## config.mk

```make
export PLATFORM = sky130hd
export DESIGN_NAME = ofm_write_scheduler_flat
export DESIGN_NICKNAME = d
export VERILOG_FILES = /design/src/rtl/ofm_write_scheduler_pkg.sv /design/src/rtl/ofm_write_scheduler_if.sv /design/src/rtl/ofm_tile_counter.sv /design/src/rtl/ofm_write_scheduler.sv /design/src/flat_wrapper.sv
export SDC_FILE = /design/constraint.sdc
export NUM_CORES = 1
export LEC_CHECK = 0
export BUFFER_PORTS_ARGS = -buffer_cell sky130_fd_sc_hd__buf_2
export CAP_MARGIN = 20
export CORE_MARGIN = 2
export CORE_UTILIZATION = 38
export CTS_CLUSTER_DIAMETER = 60
export DETAILED_ROUTE_END_ITERATION = 6
export PLACE_DENSITY = 0.57
export SLEW_MARGIN = 20
export SYNTH_ARGS = -nofsm -noshare
export SYNTH_HDL_FRONTEND = slang
export SYNTH_SLANG_ARGS = --single-unit
```

## constraint.sdc

```tcl
create_clock -name clk -period 2.25 [get_ports clk]
set_input_delay 0.45 -clock clk [delete_from_list [all_inputs] [get_ports clk]]
set_output_delay 0.45 -clock clk [all_outputs]
set_load 0.005 [all_outputs]
```

## src/rtl/ofm_write_scheduler_pkg.sv

```systemverilog
// rtl/ofm_write_scheduler_pkg.sv - FSM encoding and derived geometry constants for the OFM write scheduler
package ofm_write_scheduler_pkg;

    typedef enum logic [2:0] {
        IDLE      = 3'd0,
        WAIT_TILE = 3'd1,
        WRITE     = 3'd2,
        UPDATE    = 3'd3,
        DONE      = 3'd4
    } state_t;

    localparam int DEF_SYSTOLIC_SIZE = 16;
    localparam int DEF_OFM_SIZE      = 32;
    localparam int DEF_NUM_FILTER    = 32;
    localparam int DEF_ADDR_WIDTH    = 22;

    // Distance between two output channels in OFM memory
    function automatic int ch_stride_f(input int ofm_size);
        return ofm_size * ofm_size;
    endfunction

    // Tiles needed to cover one channel plane
    function automatic int tiles_f(input int ofm_size, input int systolic_size);
        return (ofm_size * ofm_size) / systolic_size;
    endfunction

    // Channel groups needed to cover all filters
    function automatic int groups_f(input int num_filter, input int systolic_size);
        return num_filter / systolic_size;
    endfunction

    localparam int CH_STRIDE = ch_stride_f(DEF_OFM_SIZE);
    localparam int TILES     = tiles_f(DEF_OFM_SIZE, DEF_SYSTOLIC_SIZE);
    localparam int GROUPS    = groups_f(DEF_NUM_FILTER, DEF_SYSTOLIC_SIZE);

endpackage

```

## src/rtl/ofm_write_scheduler_if.sv

```systemverilog
// rtl/ofm_write_scheduler_if.sv - scheduler control/write bus; wr_stall exists only under OFM_WR_STALL_EN
interface ofm_write_scheduler_if #(
    parameter int ADDR_WIDTH = 22
) ();
    logic                  start;
    logic                  tile_valid;
    logic                  tile_ready;
    logic [ADDR_WIDTH-1:0] ofm_addr;
    logic                  ofm_wr_en;
    logic [4:0]            ch_sel;
    logic                  busy;
    logic                  done;
`ifdef OFM_WR_STALL_EN
    logic                  wr_stall;
`endif

    modport master (
`ifdef OFM_WR_STALL_EN
        input  wr_stall,
`endif
        input  start,
        input  tile_valid,
        output tile_ready,
        output ofm_addr,
        output ofm_wr_en,
        output ch_sel,
        output busy,
        output done
    );

    modport slave (
`ifdef OFM_WR_STALL_EN
        output wr_stall,
`endif
        output start,
        output tile_valid,
        input  tile_ready,
        input  ofm_addr,
        input  ofm_wr_en,
        input  ch_sel,
        input  busy,
        input  done
    );
endinterface

```

## src/rtl/ofm_tile_counter.sv

```systemverilog
// rtl/ofm_tile_counter.sv - tile/group position and tile base address within the OFM
module ofm_tile_counter
    import ofm_write_scheduler_pkg::*;
#(
    parameter int SYSTOLIC_SIZE = DEF_SYSTOLIC_SIZE,
    parameter int OFM_SIZE      = DEF_OFM_SIZE,
    parameter int NUM_FILTER    = DEF_NUM_FILTER,
    parameter int ADDR_WIDTH    = DEF_ADDR_WIDTH
) (
    input  logic                  clk,
    input  logic                  rst_n,
    input  logic                  clear,
    input  logic                  advance,
    output logic [ADDR_WIDTH-1:0] base_addr,
    output logic                  last_tile,
    output logic                  last_group
);
    localparam int N_TILES  = tiles_f(OFM_SIZE, SYSTOLIC_SIZE);
    localparam int N_GROUPS = groups_f(NUM_FILTER, SYSTOLIC_SIZE);
    localparam int TW = (N_TILES  > 1) ? $clog2(N_TILES)  : 1;
    localparam int GW = (N_GROUPS > 1) ? $clog2(N_GROUPS) : 1;
    localparam logic [ADDR_WIDTH-1:0] TILE_STEP  = ADDR_WIDTH'(SYSTOLIC_SIZE);
    localparam logic [ADDR_WIDTH-1:0] GROUP_STEP = ADDR_WIDTH'(SYSTOLIC_SIZE * ch_stride_f(OFM_SIZE));

    logic [TW-1:0]         tile_cnt;
    logic [GW-1:0]         group_cnt;
    logic [ADDR_WIDTH-1:0] group_base;

    assign last_tile  = (tile_cnt  == TW'(N_TILES - 1));
    assign last_group = (group_cnt == GW'(N_GROUPS - 1));

    // Step to the next tile, rolling into the next channel group at the plane end
    always_ff @(posedge clk or negedge rst_n) begin
        if (!rst_n) begin
            tile_cnt   <= '0;
            group_cnt  <= '0;
            group_base <= '0;
            base_addr  <= '0;
        end else if (clear) begin
            tile_cnt   <= '0;
            group_cnt  <= '0;
            group_base <= '0;
            base_addr  <= '0;
        end else if (advance) begin
            if (!last_tile) begin
                tile_cnt  <= tile_cnt + TW'(1);
                base_addr <= base_addr + TILE_STEP;
            end else if (!last_group) begin
                tile_cnt   <= '0;
                group_cnt  <= group_cnt + GW'(1);
                group_base <= group_base + GROUP_STEP;
                base_addr  <= group_base + GROUP_STEP;
            end
        end
    end
endmodule

```

## src/rtl/ofm_write_scheduler.sv

```systemverilog
// rtl/ofm_write_scheduler.sv - drains systolic tiles channel by channel into OFM memory; optional OFM_WR_STALL_EN
module ofm_write_scheduler
    import ofm_write_scheduler_pkg::*;
#(
    parameter int SYSTOLIC_SIZE = DEF_SYSTOLIC_SIZE,
    parameter int OFM_SIZE      = DEF_OFM_SIZE,
    parameter int NUM_FILTER    = DEF_NUM_FILTER,
    parameter int ADDR_WIDTH    = DEF_ADDR_WIDTH
) (
    input  logic                   clk,
    input  logic                   rst_n,
    ofm_write_scheduler_if.master  bus
);
    localparam int KW = (SYSTOLIC_SIZE > 1) ? $clog2(SYSTOLIC_SIZE) : 1;
    localparam logic [ADDR_WIDTH-1:0] CH_STEP = ADDR_WIDTH'(ch_stride_f(OFM_SIZE));

    state_t                state, state_nxt;
    logic [KW-1:0]         k;
    logic [ADDR_WIDTH-1:0] addr_acc;
    logic [ADDR_WIDTH-1:0] base_addr;
    logic                  last_tile, last_group;
    logic                  stall, k_last, ctr_clear, ctr_advance;

`ifdef OFM_WR_STALL_EN
    assign stall = bus.wr_stall;
`else
    assign stall = 1'b0;
`endif

    assign k_last      = (k == KW'(SYSTOLIC_SIZE - 1));
    assign ctr_clear   = (state == IDLE) && bus.start;
    assign ctr_advance = (state == UPDATE);

    ofm_tile_counter #(
        .SYSTOLIC_SIZE (SYSTOLIC_SIZE),
        .OFM_SIZE      (OFM_SIZE),
        .NUM_FILTER    (NUM_FILTER),
        .ADDR_WIDTH    (ADDR_WIDTH)
    ) u_tile_counter (
        .clk        (clk),
        .rst_n      (rst_n),
        .clear      (ctr_clear),
        .advance    (ctr_advance),
        .base_addr  (base_addr),
        .last_tile  (last_tile),
        .last_group (last_group)
    );

    // State register
    always_ff @(posedge clk or negedge rst_n) begin
        if (!rst_n) state <= IDLE;
        else        state <= state_nxt;
    end

    // Next-state logic; tile_valid only matters while waiting, start only while idle
    always_comb begin
        state_nxt = state;
        case (state)
            IDLE:      if (bus.start) state_nxt = WAIT_TILE;
            WAIT_TILE: if (bus.tile_valid) state_nxt = WRITE;
            WRITE:     if (!stall && k_last) state_nxt = UPDATE;
            UPDATE:    state_nxt = (last_tile && last_group) ? DONE : WAIT_TILE;
            DONE:      state_nxt = IDLE;
            default:   state_nxt = IDLE;
        endcase
    end

    // Channel index and running channel address; preloaded with the tile base outside WRITE
    always_ff @(posedge clk or negedge rst_n) begin
        if (!rst_n) begin
            k        <= '0;
            addr_acc <= '0;
        end else if (state != WRITE) begin
            k        <= '0;
            addr_acc <= base_addr;
        end else if (!stall) begin
            k        <= k_last ? '0 : k + KW'(1);
            addr_acc <= addr_acc + CH_STEP;
        end
    end

    // Output decode from registered state and datapath
    always_comb begin
        bus.ofm_wr_en  = (state == WRITE) && !stall;
        bus.ch_sel     = (state == WRITE) ? 5'(k) : 5'd0;
        bus.ofm_addr   = (state == WRITE) ? addr_acc : base_addr;
        bus.tile_ready = (state == UPDATE);
        bus.busy       = (state == WAIT_TILE) || (state == WRITE) || (state == UPDATE);
        bus.done       = (state == DONE);
    end
endmodule

```

## src/flat_wrapper.sv

```systemverilog
// flat-port wrapper written by rule: the top's interface ports become plain ports
module ofm_write_scheduler_flat import ofm_write_scheduler_pkg::*;
#(
    parameter int SYSTOLIC_SIZE = DEF_SYSTOLIC_SIZE,
    parameter int OFM_SIZE      = DEF_OFM_SIZE,
    parameter int NUM_FILTER    = DEF_NUM_FILTER,
    parameter int ADDR_WIDTH    = DEF_ADDR_WIDTH
)
  (clk, rst_n, bus_start, bus_tile_valid, bus_tile_ready, bus_ofm_addr, bus_ofm_wr_en, bus_ch_sel, bus_busy, bus_done);
  ofm_write_scheduler_if #(.ADDR_WIDTH(ADDR_WIDTH)) bus_i ();
  input  logic clk;
  input  logic rst_n;
  input wire logic [$bits(bus_i.start)-1:0] bus_start;
  input wire logic [$bits(bus_i.tile_valid)-1:0] bus_tile_valid;
  output wire logic [$bits(bus_i.tile_ready)-1:0] bus_tile_ready;
  output wire logic [$bits(bus_i.ofm_addr)-1:0] bus_ofm_addr;
  output wire logic [$bits(bus_i.ofm_wr_en)-1:0] bus_ofm_wr_en;
  output wire logic [$bits(bus_i.ch_sel)-1:0] bus_ch_sel;
  output wire logic [$bits(bus_i.busy)-1:0] bus_busy;
  output wire logic [$bits(bus_i.done)-1:0] bus_done;
  assign bus_i.start = bus_start;
  assign bus_i.tile_valid = bus_tile_valid;
  assign bus_tile_ready = bus_i.tile_ready;
  assign bus_ofm_addr = bus_i.ofm_addr;
  assign bus_ofm_wr_en = bus_i.ofm_wr_en;
  assign bus_ch_sel = bus_i.ch_sel;
  assign bus_busy = bus_i.busy;
  assign bus_done = bus_i.done;
  ofm_write_scheduler #(.SYSTOLIC_SIZE(SYSTOLIC_SIZE), .OFM_SIZE(OFM_SIZE), .NUM_FILTER(NUM_FILTER), .ADDR_WIDTH(ADDR_WIDTH)) u_core (.clk(clk), .rst_n(rst_n), .bus(bus_i));
endmodule
```

# Word-level counts from Yosys, hierarchy flattened
# Cells that the tools add are included.
[word_totals]
output_inout_bits = 31
ram_bits = 0
ff_bits = 80
rom_bits = 0
mem_count = 0
latchBits = 0
[classes]
reduce_logical = 11
n_div = 0
muxes = 25
bitwise_logic = 0
addsub = 6
n_lt_le_gt_ge = 0
shift = 0
multipliers = 0
n_eq_ne = 12
[ops]
columns = ["cell", "count"]
rows = [
  ["$mux W22", 9],
  ["$mux W6", 4],
  ["$add A22 B11 Y22 const B", 1],
  ["$add A22 B15 Y22 const B", 1],
  ["$add A22 B5 Y22 const B", 1],
  ["$mux W3", 4],
  ["$mux W4", 3],
  ["$pmux W3 S4", 1],
  ["$add A6 B1 Y6 const B", 1],
  ["$eq A3 B2 Y1 const B", 2],
  ["$eq A6 B6 Y1 const B", 1],
  ["$reduce_and A3 Y1", 2],
  ["$add A4 B1 Y4 const B", 1],
  ["$eq A4 B4 Y1 const B", 1],
  ["$mux W1", 4],
  ["$ne A2 B1 Y1 const B", 2],
  ["$ne A2 B2 Y1 const B", 2],
  ["$reduce_and A2 Y1", 2],
  ["$reduce_bool A2 Y1", 2],
  ["$eq A3 B1 Y1 const B", 1],
  ["$eq A3 B3 Y1 const B", 1],
  ["$logic_not A3 Y1", 1],
  ["$ne A3 B2 Y1 const B", 1],
  ["$ne A3 B3 Y1 const B", 1],
  ["3 further kinds", 5],
]

# Depth between registers and ports, before layout
# Gate-level depths: netlist (run 1).
[logic_depth]
depth_word = 5
depth_mapped = 8
mapped_depth_nobuf = 6

# Hierarchy
# From an unflattened synthesis (run 1), not the netlist that was laid out.
[unflattened]
cells_unflattened = 388
area_unflattened_um2 = 3427.0
[by_module_without_submodules]
columns = ["module", "instances", "cells_each", "area_per_inst_um2"]
rows = [
  ["ofm_tile_counter", 1, 202, 1864.3],
  ["ofm_write_scheduler", 1, 186, 1562.7],
]

# Least setup slack after synthesis (run 1)
# No wires, ideal clock.
[synth_timing]
kind = "flip-flop to output port"
from = "register u_core.state[0]"
to = "output bus_ofm_addr[1]"
stages_incl_launch_ff = 9
n_path_buf = 4
t_required_ns = 1.800
arrival_time_ns = 1.579
setup_slack_ns = 0.221
path_cell_list = "dfrtp_1 > buf_4 > nand2b_1 > or2_2 > clkbuf_1 > clkbuf_1 > nand2_1 > nand2_1 > buf_4"
[synth_between]
elab_chain_len = 2
[synth_lines]
columns = ["item", "line_no", "rtl"]
rows = [
  ["start: declaration", "ofm_write_scheduler.sv:17", "state_t state, state_nxt;"],
  ["start signal: assignment", "ofm_write_scheduler.sv:52", "else state <= state_nxt;"],
  ["$eq A3 B2 Y1", "ofm_write_scheduler.sv:86", "bus.ofm_addr = (state == WRITE) ? addr_acc : base_addr;"],
  ["$mux W22", "ofm_write_scheduler.sv:86", ""],
  ["end: declaration", "flat_wrapper.sv:16", "output wire logic [$bits(bus_i.ofm_addr)-1:0] bus_ofm_addr;"],
]
# No other way between the ends.

# Worst setup path after layout (run 1)
[layout_timing]
from = "register u_core.state[1]"
to = "output bus_ofm_addr[0]"
# The elaborated chain is that of the path after synthesis.

==> flow_metrics.py, run 1 <==
metrics = {
    "synthesis": {
        "synthMostInstantiatedCell": "nand2_1",
        "netlist.area_leader.share": 0.459,
        "yosysWarnings": 0,
        "yosysUniqueCellTypes": 49,
        "synth_edf_count": 0,
        "synth-seq-area-share": 0.459,
        "ys_top_cells_by_area": "dfrtp_1 (46%), nand2_1 (11%), o21ai_0 (4.4%)",
        "syn_nets": 389,
        "syn_inst": 380,
        "netlist_top_cells_count": "nand2_1 (93), dfrtp_1 (60), nor2_1 (34), o21ai_0 (29), a21oi_1 (17)",
        "yosys.area.top_type": "dfrtp_1",
        "synthesis.area_um2": 3270,
        "ys_dominant_reg_cell": "dfrtp_1",
        "synth-seq-cells": 60,
        "async_reset_ff_frac": 1.00,
        "synth_area_per_cell_um2": 8.61,
    },
    "finish": {
        "fillCellCount": 836,
        "diodes": 0,
        "area_growth_pct": 15.4,
        "drive_gt1_frac": 0.168,
        "nets": 427,
    },
    "clocking": {
        "cts_tree": "built",
        "clock_latency_ps": 330,
        "numCtsBuffers": 9,
        "cts_sinks": 60,
        "htree_levels": 3,
        "clockBufferDepth": 2,
        "root_buffer": "clkbuf_8",
        "clk_pin_slew_ps": 70,
    },
    "detailed_routing": {
        "avgRoutedWirePerCell_um": 14.1,
        "vias": 2704,
        "dr.pass1.iters": 4,
        "ant_nets": 0,
        "wl_um": 7440,
        "routed_via_density": 5.13,
        "drtIter0Drc": 198,
        "drcViolationCount": 0,
    },
    "sta": {
        "rsz0062_at_grt": "no",
        "finalHoldViolCount": 0,
        "worst_pin_slew_ps": 580,
        "setup_viol": 0,
        "setup_tns_ps": 0,
        "clock.fmax_mhz": 481,
        "maxSlewViolCount": 0,
        "whs_ps": 411,
        "min_period_ps": 2080,
        "skew_ps": 8.96,
        "slew_headroom": 0.612,
        "period_share": 0.924,
    },
    "die": {
        "chipHeight_um": 96.8,
        "design.die.area_um2": 9370,
        "io_pins": 35,
        "core_um2": 8300,
        "rows": 33,
        "dieWidth_um": 96.8,
        "initial_utilization": 0.394,
    },
    "global_routing": {
        "grt_max_degree": 35,
        "grt_pass1_wl_um": 12600,
        "grt_pass1_vias": 2560,
        "globalRouteTotalUtil": 0.163,
        "gr-total-overflow": 0,
        "antenna_found_initial": 0,
    },
    "critical_path": {
        "critPathLaunchType": "flop",
        "endpoint_kind": "output pin",
        "crit_required_ps": 1800,
        "criticalPathCategory": "reg2out",
        "arrival_ps": 1630,
        "critPathMaxFanout": 13,
    },
    "worst_hold_path": {
        "hp-class": "in2reg",
    },
    "placement": {
        "hpwlAfterDp_um": 5200,
        "place_congestion": 0.789,
        "portBuffers": 33,
    },
    "power": {
        "p_per_area_nw_per_um2": 786,
        "leakage_nw": 1.84,
        "ir_drop_mv": 0.360,
    },
    "job": {
        "maxCapViolCount": 0,
    },
    "run_status": {
        "outcome": "complete, no violations",
    },
}
layout make-up:
| type | instances | area, um2 | area share |
|---|---|---|---|
| inverter | 7 | 28.8 | 0.00762 |
| clock buffer | 12 | 135 | 0.0358 |
| timing repair buffer | 46 | 315 | 0.0835 |
| multi-input combinational | 294 | 1650 | 0.436 |
| tap | 105 | 131 | 0.0348 |
| clock inverter | 3 | 15.0 | 0.00398 |
| sequential | 60 | 1500 | 0.398 |
per-stage QoR:
stage               worst slack (ps)  power [mW]   util  area (um2)  std cells
floorplan                        221        1.82      -        3270        380
global placement                 323        2.09  0.429        3560        510
detailed placement               243        2.11  0.429        3560        510
CTS                             35.3        2.92  0.449        3720        526
global route                    60.4        3.19  0.455        3770        527
finish                           171        2.97  0.455        3770        527
worst max-delay path: stages (launching register included):
cell and delay (ps):
dfrtp_2 450, nand2b_1 90, or2_4 260, inv_4 90, buf_12 140, nand2_1 80, nand2_2 80, buf_2 110
power by group:
| group | internal, mW | leakage (nW) | switching (mW) |
|---|---|---|---|
| registers | 1.19 | 0.826 | 0.112 |
| logic | 0.330 | 0.931 | 0.538 |
| clock network | 0.389 | 0.0800 | 0.407 |
per-layer routing:
metal  up-vias  GRT usage  routed length [um]
met3        11     0.0368                 248
li1       1377          -                   -
met2        45      0.238                3240
met1      1271      0.235                3860
met4         0     0.0639                 102
met5         -          0                   0
state kept, by name, indices dropped and copies added, names as in the netlist:
| signal | cells |
|---|---|
| u_core.state | 3 |
| u_core.k | 4 |
| u_core.u_tile_counter.base_addr | 19 |
| u_core.u_tile_counter.group_base | 8 |
| u_core.u_tile_counter.last_group | 1 |
| u_core.addr_acc | 19 |
| u_core.u_tile_counter.tile_cnt | 6 |
cells in the final DEF (no fill, tap or decap), types with 3 or more instances in the layout:
cell type | synthesis | layout
nand2_1 | 93 | 92
nand3_1 | 14 | 14
or3_1 | 4 | 4
a211oi_1 | 4 | 4
o21ai_0 | 29 | 29
a31oi_1 | 4 | 4
a21oi_1 | 17 | 17
clkinv_2 | 0 | 3
xnor2_1 | 16 | 16
inv_1 | 6 | 5
dfrtp_1 | 60 | 59
ha_1 | 5 | 5
clkbuf_8 | 0 | 9
buf_2 | 2 | 33
buf_4 | 6 | 8
clkbuf_1 | 10 | 3
xor2_1 | 16 | 16
and4_1 | 3 | 3
nor2_1 | 34 | 33
and2_1 | 5 | 5
nor3_1 | 6 | 6
nand4_1 | 6 | 6
and3_1 | 5 | 5
cells by family (layout without fill, tap and decap cells):
| group | after synthesis | count (layout) | synth area share |
|---|---|---|---|
| xor gates and xnor gates | 32 | 32 | 0.0857 |
| other | 1 | 1 | 0.00115 |
| and+or+nand+nor | 183 | 183 | 0.260 |
| AOI/OAI and AO/OA | 72 | 72 | 0.132 |
| adders and majority gates | 5 | 5 | 0.0191 |
| buffers and inverters | 26 | 68 | 0.0398 |
| muxes | 1 | 1 | 0.00306 |
| DFF | 60 | 60 | 0.459 |
path summary, 6_finish.rpt:
path                                                         from                              endpoint  slack [ps]  cells after the start
worst min-delay path                               bus_tile_valid                       u_core.state[1]         410                      3
max in group asynchronous                                   rst_n   u_core.u_tile_counter.base_addr[15]        1170                      3
min in group asynchronous                                   rst_n     u_core.u_tile_counter.tile_cnt[0]         520                      2
worst min register to register                 u_core.addr_acc[5]                    u_core.addr_acc[5]         460                      2
worst max register to register  u_core.u_tile_counter.tile_cnt[0]  u_core.u_tile_counter.group_base[18]         310                      5
worst max-delay path                              u_core.state[1]                       bus_ofm_addr[0]         170                      7
what timing repair did:
item,in CTS,in global routing
setup endpoints to repair,25,24
resized for setup,2,9
buffers inserted,0,0
cloned,0,1
hold buffers,1,0
endpoints found under the hold margin,9,0
No activity file was read; power rests on OpenSTA's default activity.
==> run 2: changes to the inputs <==
PLACE_DENSITY = not set   (was 0.57)
PLACE_DENSITY_LB_ADDON = 0.15   (was not set)
SKIP_LAST_GASP = 1   (was not set)
==> flow_metrics.py, run 2 (synthesis gave the netlist of run 1 again) <==
metrics = {
    "die": {
        "chipHeight_um": 96.8,
        "io_pins": 35,
        "design.die.area_um2": 9370,
        "initial_utilization": 0.394,
        "dieWidth_um": 96.8,
        "rows": 33,
        "core_um2": 8300,
    },
    "critical_path": {
        "crit_required_ps": 1800,
        "arrival_ps": 1690,
        "endpoint_kind": "output pin",
        "critPathMaxFanout": 34,
        "criticalPathCategory": "reg2out",
        "critPathLaunchType": "flop",
        "rrSetupSlack_ps": 290,
    },
    "sta": {
        "min_period_ps": 2140,
        "maxSlewViolCount": 0,
        "rsz0062_at_grt": "no",
        "worst_pin_slew_ps": 650,
        "setup_tns_ps": 0,
        "period_share": 0.951,
        "skew_ps": 14.5,
        "setup_viol": 0,
        "setup_slack_ps": 110,
        "clock.fmax_mhz": 467,
        "finalHoldViolCount": 0,
        "slew_headroom": 0.565,
    },
    "finish": {
        "final_common_cell": "nand2_1",
        "largest_registers": "u_core.addr_acc x19, u_core.u_tile_counter.base_addr x19, u_core.u_tile_counter.group_base x8",
        "mostFrequentLayoutCells": "nand2_1 (93), dfrtp_1 (60), nor2_1 (34)",
        "fin_util": 0.462,
        "diodes": 0,
        "final_area_um2": 3840,
        "area_growth_pct": 17.3,
        "drive_gt1_frac": 0.175,
        "nets": 428,
        "fillCellCount": 824,
    },
    "detailed_routing": {
        "vias": 2689,
        "avgRoutedWirePerCell_um": 14.0,
        "wl_um": 7430,
        "dr.pass1.iters": 4,
        "drcViolationCount": 0,
        "ant_nets": 0,
        "routed_via_density": 5.08,
        "drtIter0Drc": 111,
    },
    "power": {
        "p_total_mw": 3.28,
        "clkPwrFrac": 0.336,
        "ir_drop_mv": 0.312,
        "power_frac_seq": 0.392,
        "p_per_area_nw_per_um2": 854,
        "leakage_nw": 1.86,
        "switchingPower_mw": 1.09,
        "p_sw_frac": 0.333,
        "internal-power_mw": 2.18,
        "comb_power_share": 0.272,
    },
    "placement": {
        "post-place-ws_ps": 300,
        "place_area_um2": 3570,
        "hpwlAfterDp_um": 5190,
        "place_congestion": 0.756,
        "portBuffers": 33,
    },
    "run_status": {
        "outcome": "complete, no violations",
    },
    "global_routing": {
        "globalRouteTotalUtil": 0.167,
        "grt_pass1_wl_um": 12900,
        "grt_pass1_vias": 2626,
        "antenna_found_initial": 0,
        "grt_max_degree": 61,
        "gr-total-overflow": 0,
    },
    "clocking": {
        "clockBufferDepth": 2,
        "root_buffer": "clkbuf_8",
        "clock_latency_ps": 340,
        "cts_sinks": 60,
        "numCtsBuffers": 9,
        "htree_levels": 3,
        "clk_pin_slew_ps": 80,
        "cts_tree": "built",
    },
    "worst_hold_path": {
        "hp-class": "in2async",
    },
    "job": {
        "maxCapViolCount": 0,
    },
}
-- run 2: changes by cell type in the layout (fill, tap and decap cells not counted), moves of 2 or more --
cell,previous run,this run
clkinv_2,3,1
clkbuf_1,3,0
bufinv_16,0,2
clkinvlp_4,0,4
buf_4,8,11
-- run 2: through the flow --
stage / hold slack (ps) / cells
after global placement: 444 / 510
after CTS: 122 / 526
after detailed placement: 450 / 510
final: 96.7 / 529
after floorplan: 154 / 380
after global routing: 134 / 529
-- run 2: timing repair --
item                                    CTS  global route
hold buffers                              0             0
gates resized for setup                   3             2
setup buffers                             0             3
endpoints found under the setup margin   19            19
-- run 2: layout make-up --
cell class | instances | area, um2 | share of cell area
flip-flops and latches | 60 | 1500 | 0.391
clock buffers | 10 | 138 | 0.0359
well taps | 105 | 131 | 0.0342
multi-input cells | 294 | 1640 | 0.428
clock inverters | 6 | 87.6 | 0.0228
inverters | 7 | 30.0 | 0.00783
repair buffers | 47 | 308 | 0.0802
-- run 2: worst paths after layout --
check	start	end	cells past startpoint
hold / removal	rst_n	u_core.addr_acc[5]	2
setup reg to reg	u_core.u_tile_counter.tile_cnt[0]	u_core.u_tile_counter.group_base[17]	5
min in group clk	bus_tile_valid	u_core.state[1]	3
setup / recovery	u_core.state[0]	bus_ofm_addr[0]	6
max in group asynchronous	rst_n	u_core.addr_acc[10]	2
hold reg to reg	u_core.addr_acc[7]	u_core.addr_acc[7]	2
-- run 2: worst max-delay path, stage by stage, from the launching register on --
cell	delay, ps
dfrtp_1	370
nand2b_1	160
or2_4	260
buf_12	170
nand2_1	120
nand2_1	120
buf_2	150
-- run 2: power by group through the flow --
| stage | Clock (mW) | Combinational (mW) | Sequential (mW) |
|---|---|---|---|
| 2_1_floorplan | 0 | 0.541 | 1.28 |
| 3_3_place_gp | 0 | 0.837 | 1.30 |
| 3_5_place_dp | 0 | 0.846 | 1.30 |
| 4_1_cts | 1.13 | 0.867 | 1.29 |
| 5_1_grt | 1.18 | 1.01 | 1.30 |
| 6_report | 1.10 | 0.892 | 1.28 |
-- run 2: per-layer routing --
layer / track usage / up-vias / wire length [um]
li1: - / 1383 / -
met1: 0.242 / 1241 / 3880
met2: 0.244 / 51 / 3170
met3: 0.0318 / 14 / 220
met4: 0.0704 / 0 / 165
met5: 0 / - / 0
